[config.mk]
export PLATFORM = sky130hd
export DESIGN_NAME = adpll_tdc_decoder_flat
export DESIGN_NICKNAME = d
export VERILOG_FILES = /design/src/rtl/adpll_tdc_decoder_pkg.sv /design/src/rtl/adpll_tdc_decoder_if.sv /design/src/rtl/adpll_tdc_decoder_therm_decode.sv /design/src/rtl/adpll_tdc_decoder.sv /design/src/flat_wrapper.sv
export SDC_FILE = /design/constraint.sdc
export NUM_CORES = 1
export LEC_CHECK = 0
export BUFFER_PORTS_ARGS = -buffer_cell sky130_fd_sc_hd__buf_2
export CORE_MARGIN = 1.5
export CORE_UTILIZATION = 62
export CTS_CLUSTER_SIZE = 10
export DETAILED_ROUTE_END_ITERATION = 8
export HOLD_SLACK_MARGIN = 0.02
export PLACE_DENSITY = 0.87
export SLEW_MARGIN = 20
export SYNTH_ARGS = -nofsm -noshare
export SYNTH_HDL_FRONTEND = slang
export SYNTH_SLANG_ARGS = --single-unit
[constraint.sdc]
create_clock -name clk -period 10.3 [get_ports clk]
set_input_delay 3.09 -clock clk [delete_from_list [all_inputs] [get_ports clk]]
set_output_delay 3.09 -clock clk [all_outputs]
set_load 0.005 [all_outputs]
[src/rtl/adpll_tdc_decoder_pkg.sv]
`default_nettype none
// ============================================================================
// Package  : adpll_tdc_pkg
// Contents : TDC decoder widths, FSM state encoding and phase-word layout.
// Revision : 1.0
// ============================================================================
package adpll_tdc_pkg;

    localparam int N_TAPS = 16;
    localparam int FRAC_W = 4;
    localparam int RC_W   = 7;
    localparam int INT_W  = RC_W + 1;
    localparam int W      = INT_W + FRAC_W;
    localparam int CNT_W  = FRAC_W + 1;

    typedef enum logic [1:0] {
        IDLE  = 2'd0,
        PRIME = 2'd1,
        RUN   = 2'd2
    } state_t;

    typedef struct packed {
        logic [INT_W-1:0]  ipart;
        logic [FRAC_W-1:0] frac;
    } tdc_word_t;

endpackage
`default_nettype wire

[src/rtl/adpll_tdc_decoder_if.sv]
`default_nettype none
// ============================================================================
// Interface : adpll_tdc_decoder_if
// Contents  : TDC sample inputs and decoded phase-word outputs.
// Revision  : 1.0
// ============================================================================
interface adpll_tdc_decoder_if;
    import adpll_tdc_pkg::*;

    logic              en;
    logic [RC_W-1:0]   tdc_ripple_count;
    logic [N_TAPS-1:0] tdc_phase;
    logic [W-1:0]      tdc_word;
    logic              word_valid;
    logic [W-1:0]      delta_word;
    logic              delta_valid;
    logic              code_err;
    logic              code_err_sticky;

    modport master (
        output en, tdc_ripple_count, tdc_phase,
        input  tdc_word, word_valid, delta_word, delta_valid, code_err, code_err_sticky
    );

    modport slave (
        input  en, tdc_ripple_count, tdc_phase,
        output tdc_word, word_valid, delta_word, delta_valid, code_err, code_err_sticky
    );
endinterface
`default_nettype wire

[src/rtl/adpll_tdc_decoder_therm_decode.sv]
`default_nettype none
// ============================================================================
// Module   : tdc_therm_decode
// Contents : Bubble-correcting thermometer decoder with validity flag.
// Revision : 1.0
// ============================================================================
module tdc_therm_decode
    import adpll_tdc_pkg::*;
(
    input  wire logic [N_TAPS-1:0] i_phase,
    output logic      [CNT_W-1:0]  o_count,
    output logic                   o_valid
);
    // Bit 0 is the virtual tap below the earliest (always 1), the top bit the
    // virtual tap above the last (always 0).
    logic [N_TAPS+1:0] w_ext;
    logic [N_TAPS-1:0] w_corr;
    logic [N_TAPS:0]   w_corr_x;

    assign w_ext = {1'b0, i_phase, 1'b1};

    generate
        for (genvar gi = 0; gi < N_TAPS; gi++) begin : g_maj
            assign w_corr[gi] = (w_ext[gi]   & w_ext[gi+1]) |
                                (w_ext[gi]   & w_ext[gi+2]) |
                                (w_ext[gi+1] & w_ext[gi+2]);
        end
    endgenerate

    // A pure 2^k-1 pattern has no bit in common with itself plus one.
    assign w_corr_x = {1'b0, w_corr};
    assign o_valid  = ((w_corr_x & (w_corr_x + (N_TAPS+1)'(1))) == '0);

    always_comb begin
        o_count = '0;
        for (int i = 0; i < N_TAPS; i++) begin
            o_count = o_count + CNT_W'(w_corr[i]);
        end
    end
endmodule
`default_nettype wire

[src/rtl/adpll_tdc_decoder.sv]
`default_nettype none
// ============================================================================
// Module   : adpll_tdc_decoder
// Contents : TDC back-end: capture, thermometer decode, integer unwrap, delta.
// Revision : 1.0
// ============================================================================
module adpll_tdc_decoder
    import adpll_tdc_pkg::*;
(
    input  wire logic clk,
    input  wire logic rst,
    adpll_tdc_decoder_if.slave bus
);
    state_t r_state;
    state_t w_state_nxt;
    logic   w_cap_en;
    logic   w_cap_run;

    logic              r_s1_vld;
    logic              r_s1_run;
    logic [RC_W-1:0]   r_s1_rip;
    logic [N_TAPS-1:0] r_s1_phase;

    logic [CNT_W-1:0]  w_cnt;
    logic              w_code_ok;
    logic [FRAC_W-1:0] w_frac;
    logic              w_carry;
    logic              w_wrap_nxt;
    tdc_word_t         w_s2_word;

    logic              r_wrap;
    logic [RC_W-1:0]   r_prev_rip;
    logic [FRAC_W-1:0] r_prev_frac;
    logic              r_prev_carry;

    logic              r_s2_vld;
    logic              r_s2_run;
    logic              r_s2_err;
    logic [W-1:0]      r_s2_word;

    logic [W-1:0]      r_word;
    logic              r_wv;
    logic [W-1:0]      r_delta;
    logic              r_dv;
    logic              r_err;
    logic              r_sticky;

    always_ff @(posedge clk) begin
        if (rst) r_state <= IDLE;
        else     r_state <= w_state_nxt;
    end

    // A sample captured while leaving IDLE is the PRIME sample; every later
    // sample in the same enable window is a RUN sample.
    always_comb begin
        w_state_nxt = r_state;
        w_cap_en    = bus.en;
        w_cap_run   = 1'b0;
        if (!bus.en) begin
            w_state_nxt = IDLE;
        end else begin
            case (r_state)
                IDLE:    w_state_nxt = PRIME;
                PRIME:   begin w_state_nxt = RUN; w_cap_run = 1'b1; end
                RUN:     begin w_state_nxt = RUN; w_cap_run = 1'b1; end
                default: w_state_nxt = IDLE;
            endcase
        end
    end

    always_ff @(posedge clk) begin
        if (rst) begin
            r_s1_vld   <= 1'b0;
            r_s1_run   <= 1'b0;
            r_s1_rip   <= '0;
            r_s1_phase <= '0;
        end else begin
            r_s1_vld <= w_cap_en;
            r_s1_run <= w_cap_run;
            if (w_cap_en) begin
                r_s1_rip   <= bus.tdc_ripple_count;
                r_s1_phase <= bus.tdc_phase;
            end
        end
    end

    tdc_therm_decode u_therm (
        .i_phase (r_s1_phase),
        .o_count (w_cnt),
        .o_valid (w_code_ok)
    );

    always_comb begin
        w_frac  = r_prev_frac;
        w_carry = r_prev_carry;
        if (w_code_ok) begin
            w_frac  = w_cnt[FRAC_W-1:0];
            w_carry = w_cnt[FRAC_W];
        end
        w_wrap_nxt      = r_s1_run ? (r_wrap ^ (r_s1_rip < r_prev_rip)) : 1'b0;
        w_s2_word.ipart = {w_wrap_nxt, r_s1_rip} + INT_W'(w_carry);
        w_s2_word.frac  = w_frac;
    end

    always_ff @(posedge clk) begin
        if (rst) begin
            r_wrap       <= 1'b0;
            r_prev_rip   <= '0;
            r_prev_frac  <= '0;
            r_prev_carry <= 1'b0;
            r_s2_vld     <= 1'b0;
            r_s2_run     <= 1'b0;
            r_s2_err     <= 1'b0;
            r_s2_word    <= '0;
        end else begin
            r_s2_vld <= r_s1_vld;
            r_s2_run <= r_s1_run;
            r_s2_err <= r_s1_vld & ~w_code_ok;
            if (r_s1_vld) begin
                r_s2_word  <= w_s2_word;
                r_wrap     <= w_wrap_nxt;
                r_prev_rip <= r_s1_rip;
                if (w_code_ok) begin
                    r_prev_frac  <= w_frac;
                    r_prev_carry <= w_carry;
                end
            end else if (r_state == IDLE) begin
                r_wrap <= 1'b0;
            end
        end
    end

    always_ff @(posedge clk) begin
        if (rst) begin
            r_word   <= '0;
            r_wv     <= 1'b0;
            r_delta  <= '0;
            r_dv     <= 1'b0;
            r_err    <= 1'b0;
            r_sticky <= 1'b0;
        end else if (r_s2_vld) begin
            r_word   <= r_s2_word;
            r_wv     <= 1'b1;
            r_dv     <= r_s2_run;
            r_delta  <= r_s2_run ? (r_s2_word - r_word) : '0;
            r_err    <= r_s2_err;
            r_sticky <= r_sticky | r_s2_err;
        end else begin
            r_wv  <= 1'b0;
            r_dv  <= 1'b0;
            r_err <= 1'b0;
        end
    end

    assign bus.tdc_word        = r_word;
    assign bus.word_valid      = r_wv;
    assign bus.delta_word      = r_delta;
    assign bus.delta_valid     = r_dv;
    assign bus.code_err        = r_err;
    assign bus.code_err_sticky = r_sticky;
endmodule
`default_nettype wire
[src/flat_wrapper.sv]
// flat-port wrapper written by rule: the top's interface ports become plain ports
module adpll_tdc_decoder_flat import adpll_tdc_pkg::*;
  (clk, rst, bus_en, bus_tdc_ripple_count, bus_tdc_phase, bus_tdc_word, bus_word_valid, bus_delta_word, bus_delta_valid, bus_code_err, bus_code_err_sticky);
  adpll_tdc_decoder_if bus_i ();
  input  wire logic clk;
  input  wire logic rst;
  input wire logic [$bits(bus_i.en)-1:0] bus_en;
  input wire logic [$bits(bus_i.tdc_ripple_count)-1:0] bus_tdc_ripple_count;
  input wire logic [$bits(bus_i.tdc_phase)-1:0] bus_tdc_phase;
  output wire logic [$bits(bus_i.tdc_word)-1:0] bus_tdc_word;
  output wire logic [$bits(bus_i.word_valid)-1:0] bus_word_valid;
  output wire logic [$bits(bus_i.delta_word)-1:0] bus_delta_word;
  output wire logic [$bits(bus_i.delta_valid)-1:0] bus_delta_valid;
  output wire logic [$bits(bus_i.code_err)-1:0] bus_code_err;
  output wire logic [$bits(bus_i.code_err_sticky)-1:0] bus_code_err_sticky;
  assign bus_i.en = bus_en;
  assign bus_i.tdc_ripple_count = bus_tdc_ripple_count;
  assign bus_i.tdc_phase = bus_tdc_phase;
  assign bus_tdc_word = bus_i.tdc_word;
  assign bus_word_valid = bus_i.word_valid;
  assign bus_delta_word = bus_i.delta_word;
  assign bus_delta_valid = bus_i.delta_valid;
  assign bus_code_err = bus_i.code_err;
  assign bus_code_err_sticky = bus_i.code_err_sticky;
  adpll_tdc_decoder u_core (.clk(clk), .rst(rst), .bus(bus_i));
endmodule
==> key figures, run 1 <==
Outcome
  – Outcome: completed

Power and ir drop
  – Static Leakage: ~2.3 nW
  – Internal power: just over 0.5 mW
  – Logic pwr share: a little under a fifth
  – Design Power: between 0.7 and 0.8 mW
  – Sw power: just over 0.2 mW
  – PwrDens: around 140 mW/mm^2
  – Flop pwr share: a little under half
  – Maximum vdd drop: 98.6 uV
  – Switch share: around 28%
  – Clock power share: 33.9%

Yosys
  – Top post-synthesis cells by area: dfxtp_1 (35%), mux2i_1 (9.8%), ha_1 (7.2%)
  – Synth Warn #: 0
  – Largest family of logic cells by synthesized area: simple AND/OR/NAND/NOR gates
  – Synth async-reset ratio: 0%
  – Post-Synth Adder-Cell Area: around an eighth
  – Area fraction of the dominant cell type after synthesis: between 30% and 40%
  – Post-synth cell types: 61
  – Syn_nets: ~600
  – XOR/XNOR share of the synthesized area: about 3.3%
  – Seq cells post-synth: a little over 80
  – Post-synthesis mux area share: between 10% and 20%
  – Register area share after synthesis: about a third
  – Number of flops mapped to enable cells by yosys: 0
  – Cell Area, Synth: between 0.004 and 0.005 sq mm
  – Synth Area in Compound Gates: approximately 16%
  – Post-Syn Instances: approximately 540
  – Post-Synth Simple-Gate Area: between 10% and 20%
  – Post-synth top area cell: dfxtp_1
  – Syn_area_per_cell: just under 9 sq um
  – Top FF cell, synth: dfxtp_1

Worst hold path
  – Hold crit path type: reg -> reg

Floorplanning
  – Core area: between 0.007 and 0.008 sq mm
  – Std cell rows: 31
  – Die ar.: about 0.0081 sq mm
  – Die height: between 90 and 100 microns
  – Initial Util: roughly 65%
  – Die span in x: ~90 microns
  – I/O pin cnt: 54

Setup path
  – Worst Path Max Fanout: 14
  – Worst path cell trace: nor2_1 > or2_2 > fa_1 > inv_1 > fa_1 > fa_1 > inv_1 > fa_1 > inv_1 > ha_1 > fa_1 > a21oi_1 > nor2b_1 > mux2_2 > ha_1 > nand4_1 > nor2_1 > nand2_1 > xor2_1 > a211oi_1
  – Crit Path Category: reg -> reg
  – CP max stage delay: around 560 ps
  – Critical path required time: between 10000 and 15000 ps
  – Crit-path slowest cell: dfxtp_1
  – Cell family with most CP delay: adder cells
  – Critical Path Sink Type: flop
  – Buf/Inv on CP: 3
  – Startpoint class of the critical path: flop
  – Worst EP arrival: 5580 ps
  – Most used cell, CP: fa_1

Cells and area
  – Fraction of layout cells with a size suffix above 1: about 14%
  – Final instance area: slightly above 0.005 sq mm
  – Post-route non-filler standard cell count: about 670
  – Area Growth Syn to Fin: 9.73%
  – N_diodes: 0
  – Nets@finish: roughly 640
  – Commonest cells after routing, fill and taps aside: dfxtp_1 (82), nor2_1 (73), buf_2 (53)
  – Commonest non-fill, non-tap cell in the layout: dfxtp_1
  – Final core occ: a little under three quarters

Place
  – Placed Cells: 660
  – Post-place instance area: ~0.005 sq mm
  – Post-detail-place hpwl: about 6.9 mm
  – RePlAce Congestion: ~0.87
  – Port Buf Inserts: 53

Detailed routing
  – Post-DR wirelength/cell: 14.0 microns
  – First DRT Iteration DRCs: about 230
  – Final WL: 9.42 mm
  – Number of remaining DRC errors: 0
  – Post-route ant nets: 0
  – Detailed Routing Iterations Pass 1: 7
  – Vias/cell: 5.70
  – Vias: roughly 3800

Clock network
  – Post-CTS setup buffers: 0
  – CTS clk-pin slew, worst paths: approximately 80 ps
  – Resized Gates After CTS: 0
  – Clock latency on the worst-skew pair: 360 ps
  – CTS tree: built
  – Clock Tree Buf Depth: 2
  – Root Buffer: clkbuf_8
  – CTS H-tree depth: 3
  – CTS sink cnt: between 80 and 90
  – Hold Buf Count CTS: 0
  – CTS buffer count: 9

Global route
  – Initial antenna violation count: 0
  – Vias in the first global route: between 3000 and 4000
  – First-pass GRT wire length: between 15 and 20 mm
  – Overall routing resource usage: between 20% and 30%
  – Grt ovf: 0
  – Largest net degree at the start of global routing: 67

Timing
  – Fmax: approximately 190 MHz
  – Final hold violation count: 0
  – Fin. max-slew vios: 0
  – Worst Tran Pin Value: ~770 ps
  – Setup skew after layout: 12.5 ps
  – Final setup fails: 0
  – RSZ-0062 raised after global routing: no
  – Setup TNS: 0 ps
  – Period utilisation layout: between 50 and 60%
  – Fin crit period: roughly 5400 ps
  – Worst slew margin relative to its limit: between 40 and 50%

Flow run
  – Max-capacitance violation count: 0
[stage by stage]
step           worst slack (ps)  hold WS [ps]
6_report                   4940           449
5_1_grt                    4710           479
4_1_cts                    4960           458
3_5_place_dp               4980           439
3_3_place_gp               5190           430
2_1_floorplan              5330           430
[sequential cells by signal, indices dropped and copies added, names as in the netlist, 2 cells and up]
name                   count
u_core.r_s1_phase         16
u_core.bus.delta_word     12
u_core.bus.tdc_word       12
u_core.r_s2_word          12
u_core.r_prev_rip          7
u_core.r_s1_rip            7
u_core.r_prev_frac         4
u_core.r_state             2
[logic make-up (layout without fill, tap and decap cells)]
logic type               count (synthesis)  after routing
buffers and inverters                   79            116
AO/OA/AOI/OAI                          107            107
XOR/XNOR                                18             18
multiplexers                            48             48
AND/OR/NAND/NOR                        164            164
flip-flops                              82             82
adder cells (fa/ha/maj)                 40             40
[Yosys cell counts (7+ instances only)]
cell	instances
fa_1	11
nand2_1	33
xnor2_1	7
clkbuf_1	16
inv_1	46
mux2i_1	46
a211oi_1	10
xor2_1	11
a21o_1	7
nand3_1	9
ha_1	27
nand4_1	9
a21oi_1	17
nor2_1	73
dfxtp_1	82
o21ai_0	29
[final cells by class]
| type | instances | area, sq um |
|---|---|---|
| Clock buffer | 9 | 124 |
| Clock inverter | 5 | 78.8 |
| Timing Repair Buffer | 55 | 280 |
| Sequential cell | 82 | 1640 |
| Tap cell | 99 | 124 |
| Inverter | 47 | 176 |
| Multi-Input combinational cell | 377 | 2740 |
| Fill cell | 571 | 2130 |
[worst paths after layout]
kind	from	end	slack (ps)	cells past startpoint
hold / removal	u_core.bus.delta_word[8]	u_core.bus.delta_word[8]	450	2
setup / recovery	u_core.r_s1_phase[6]	u_core.r_s2_word[11]	4940	20
hold reg to reg	u_core.bus.delta_word[8]	u_core.bus.delta_word[8]	450	2
setup reg to reg	u_core.r_s1_phase[6]	u_core.r_s2_word[11]	4940	20
[worst min-delay path: cells and delay by family (launching register included)]
kind / cells / cell delay [ps]
compound gates: 1 / 50
flops: 1 / 330
simple gates: 1 / 40
[power by group through the flow]
stage          Combinational [mW]  Clock, mW  Sequential, mW
2_1_floorplan               0.115          0           0.343
3_3_place_gp                0.126          0           0.352
3_5_place_dp                0.133          0           0.353
4_1_cts                     0.134      0.252           0.346
5_1_grt                     0.152      0.265           0.349
6_report                    0.134      0.246           0.346
[per-layer routing]
layer  GRT usage [%]  wire, microns
met1            28.9           4180
met2            42.7           4680
met3            5.84            429
met4            7.67            133
met5               0              0
Power figures use the tool's default switching activity.
==> run 2, diff against run 1 <==
- CORE_UTILIZATION: 62 -> 53
- PLACE_DENSITY: 0.87 -> 0.79
- clock period: 10.3 -> 4.8 ns (I/O delays scaled with it)
==> run 2 against run 1 <==
Total power rose by 110%; first-iteration DRC count decreased by 53%; worst hold slack better by 5.4 ps; critical path depth up 2; non-clock buffer count rose by 23; design area increased by 4.5%; register-to-register slack worse by 4800 ps.
==> key figures, run 2 (synthesized netlist as in run 1, its figures left out) <==
Timing
  – Fin. max-slew vios: 0
  – Fin crit period: between 4000 and 5000 ps
  – Period utilisation layout: between 90% and 100%
  – RSZ-0062 raised after global routing: yes
  – Hold slack: roughly 450 ps
  – Worst slew margin relative to its limit: between 40% and 50%
  – Final setup fails: 0
  – Setup ws final: between 100 and 150 ps
  – Worst Tran Pin Value: roughly 760 ps
  – Fmax: approximately 210 MHz
  – Setup skew after layout: about 14 ps
  – Final hold violation count: 0

Cells and area
  – Max reg flops: 16
  – Nets@finish: approximately 660
  – Commonest non-fill, non-tap cell in the layout: nor2_1
  – Multi-input gate area: around 0.0028 sq mm
  – N_diodes: 0
  – Fillers: 756
  – Final instance area: around 0.0054 sq mm
  – FF+latch area: 0.00166 sq mm
  – Largest Register: u_core.r_s1_phase
  – Fraction of layout cells with a size suffix above 1: a little over a fifth
  – Area Growth Syn to Fin: 14.6%
  – Commonest cells after routing, fill and taps aside: nor2_1 (71), dfxtp_1 (69), buf_2 (53)

Detailed routing
  – Final WL: around 9.7 mm
  – Post-DR wirelength/cell: between 10 and 15 microns
  – Vias: slightly below 4000
  – First DRT Iteration DRCs: 110
  – Detailed Routing Iterations Pass 1: 5
  – Post-route ant nets: 0
  – Vias/cell: 5.52
  – Number of remaining DRC errors: 0

Global route
  – Largest net degree at the start of global routing: between 40 and 50
  – Initial antenna violation count: 0
  – First-pass GRT wire length: roughly 17 mm
  – Grt ovf: 0
  – Overall routing resource usage: between 20% and 30%
  – Vias in the first global route: between 3000 and 4000

Setup path
  – Critical path required time: 5070 ps
  – Crit-path slowest cell: fa_1
  – Worst EP arrival: roughly 5000 ps
  – Startpoint class of the critical path: flop
  – Worst Path Max Fanout: 3
  – R2R depth: 22
  – Reg-to-Reg End: u_core.r_s2_word[11]
  – Worst r2r src: u_core.r_s1_phase[12]
  – Crit Path Category: reg -> reg
  – Most used cell, CP: fa_1
  – Cell family with most CP delay: adder cells
  – Worst path cell trace: o21ai_2 > and2_4 > inv_2 > fa_1 > inv_1 > fa_1 > inv_2 > fa_1 > inv_1 > fa_1 > inv_1 > ha_2 > fa_2 > a21oi_2 > nor2b_2 > mux2_4 > ha_4 > nand4_1 > nor2_2 > nand2_1 > xor2_1 > a211oi_1
  – Buf/Inv on CP: 5
  – R2R Setup Slk: between 100 and 150 ps
  – CP max stage delay: ~520 ps
  – Critical Path Sink Type: flop

Floorplanning
  – Std cell rows: 34
  – Initial Util: between 50 and 60%
  – Core area: ~0.0087 sq mm
  – Die height: ~97 microns
  – Die ar.: roughly 0.0095 sq mm
  – I/O pin cnt: 54
  – Die span in x: slightly below 100 microns

Place
  – Post-place instance area: ~0.0051 sq mm
  – Pre-CTS setup slack: -155 ps
  – Port Buf Inserts: between 50 and 60
  – Post-detail-place hpwl: around 7.2 mm
  – RePlAce Congestion: slightly below 0.9

Clock network
  – Root Buffer: clkbuf_8
  – CTS H-tree depth: 3
  – CTS clk-pin slew, worst paths: about 90 ps
  – CTS sink cnt: between 80 and 90
  – Clock latency on the worst-skew pair: ~350 ps
  – CTS tree: built
  – CTS buffer count: 9
  – Hold Buf Count CTS: 0
  – Clock Tree Buf Depth: 2

Power and ir drop
  – Design Power: between 1.5 and 2 mW
  – Static Leakage: about 2.4 nW
  – Maximum vdd drop: between 100 and 150 uV
  – PwrDens: between 200 and 300 mW/mm^2

Flow run
  – Max-capacitance violation count: 0

Worst hold path
  – Min-delay src: u_core.bus.delta_word[9]
  – Worst hold path cell count: 2
  – Hold crit path type: reg -> reg
  – Worst Hold End: u_core.bus.delta_word[9]

Outcome
  – Outcome: completed
## run 2: per-layer routing
layer / vias to the layer above / share of wire, % / track usage (%) / wire length [microns]
met2: 93 / 50 / 38.4 / 4810
met4: 0 / 1.0 / 6.81 / 100
li1: 1965 / - / - / -
met1: 1838 / 45 / 26.1 / 4340
met5: - / 0 / 0 / 0
met3: 10 / 4.5 / 2.81 / 433
## run 2: stage by stage
step / util, % / instances / setup TNS [ps]
finish: 62.2 / 708 / 0
global route: 62.2 / 708 / -362
CTS: 61.7 / 707 / 0
detailed placement: 59.0 / 686 / -449
global placement: 59.0 / 686 / 0
floorplan: - / 538 / 0
## run 2: area by class of cell
cell class                 instances  share of cell area, %
timing repair buffer              78                   8.39
inverter                          47                   3.27
clock buffer                       9                   2.29
clock inverter                     7                   1.09
tap                              108                   2.50
multi-input combinational        377                   51.6
sequential                        82                   30.8
## run 2: repair_timing
item                                    in CTS  in global routing
resized for setup                           11                 16
buffers inserted                             5                  1
endpoints found under the setup margin       6                  7
pin swaps                                    4                 13
## run 2: tightest hold or removal path, stage by stage (launching register included)
cell     delay (ps)
dfxtp_1         330
nand2_1          40
o21ai_0          50
## run 2: where the power goes
group          total [mW]  internal [mW]  switching (mW)
combinational       0.321          0.140           0.181
clock               0.475          0.197           0.278
sequential          0.734          0.706          0.0282
## run 2: how the worst max path moves through the flow
stage	to	cells after the start	slack (ps)	start
after CTS	u_core.r_s2_word[11]	22	7	u_core.r_s1_phase[11]
after floorplan	u_core.r_s2_word[11]	21	50	u_core.r_s1_phase[6]
after detailed placement	u_core.r_s2_word[11]	20	-150	u_core.r_s1_phase[8]
final	u_core.r_s2_word[11]	22	100	u_core.r_s1_phase[12]
after global routing	u_core.r_s2_word[11]	22	-130	u_core.r_s1_phase[12]
after global placement	u_core.r_s2_word[11]	20	40	u_core.r_s1_phase[8]
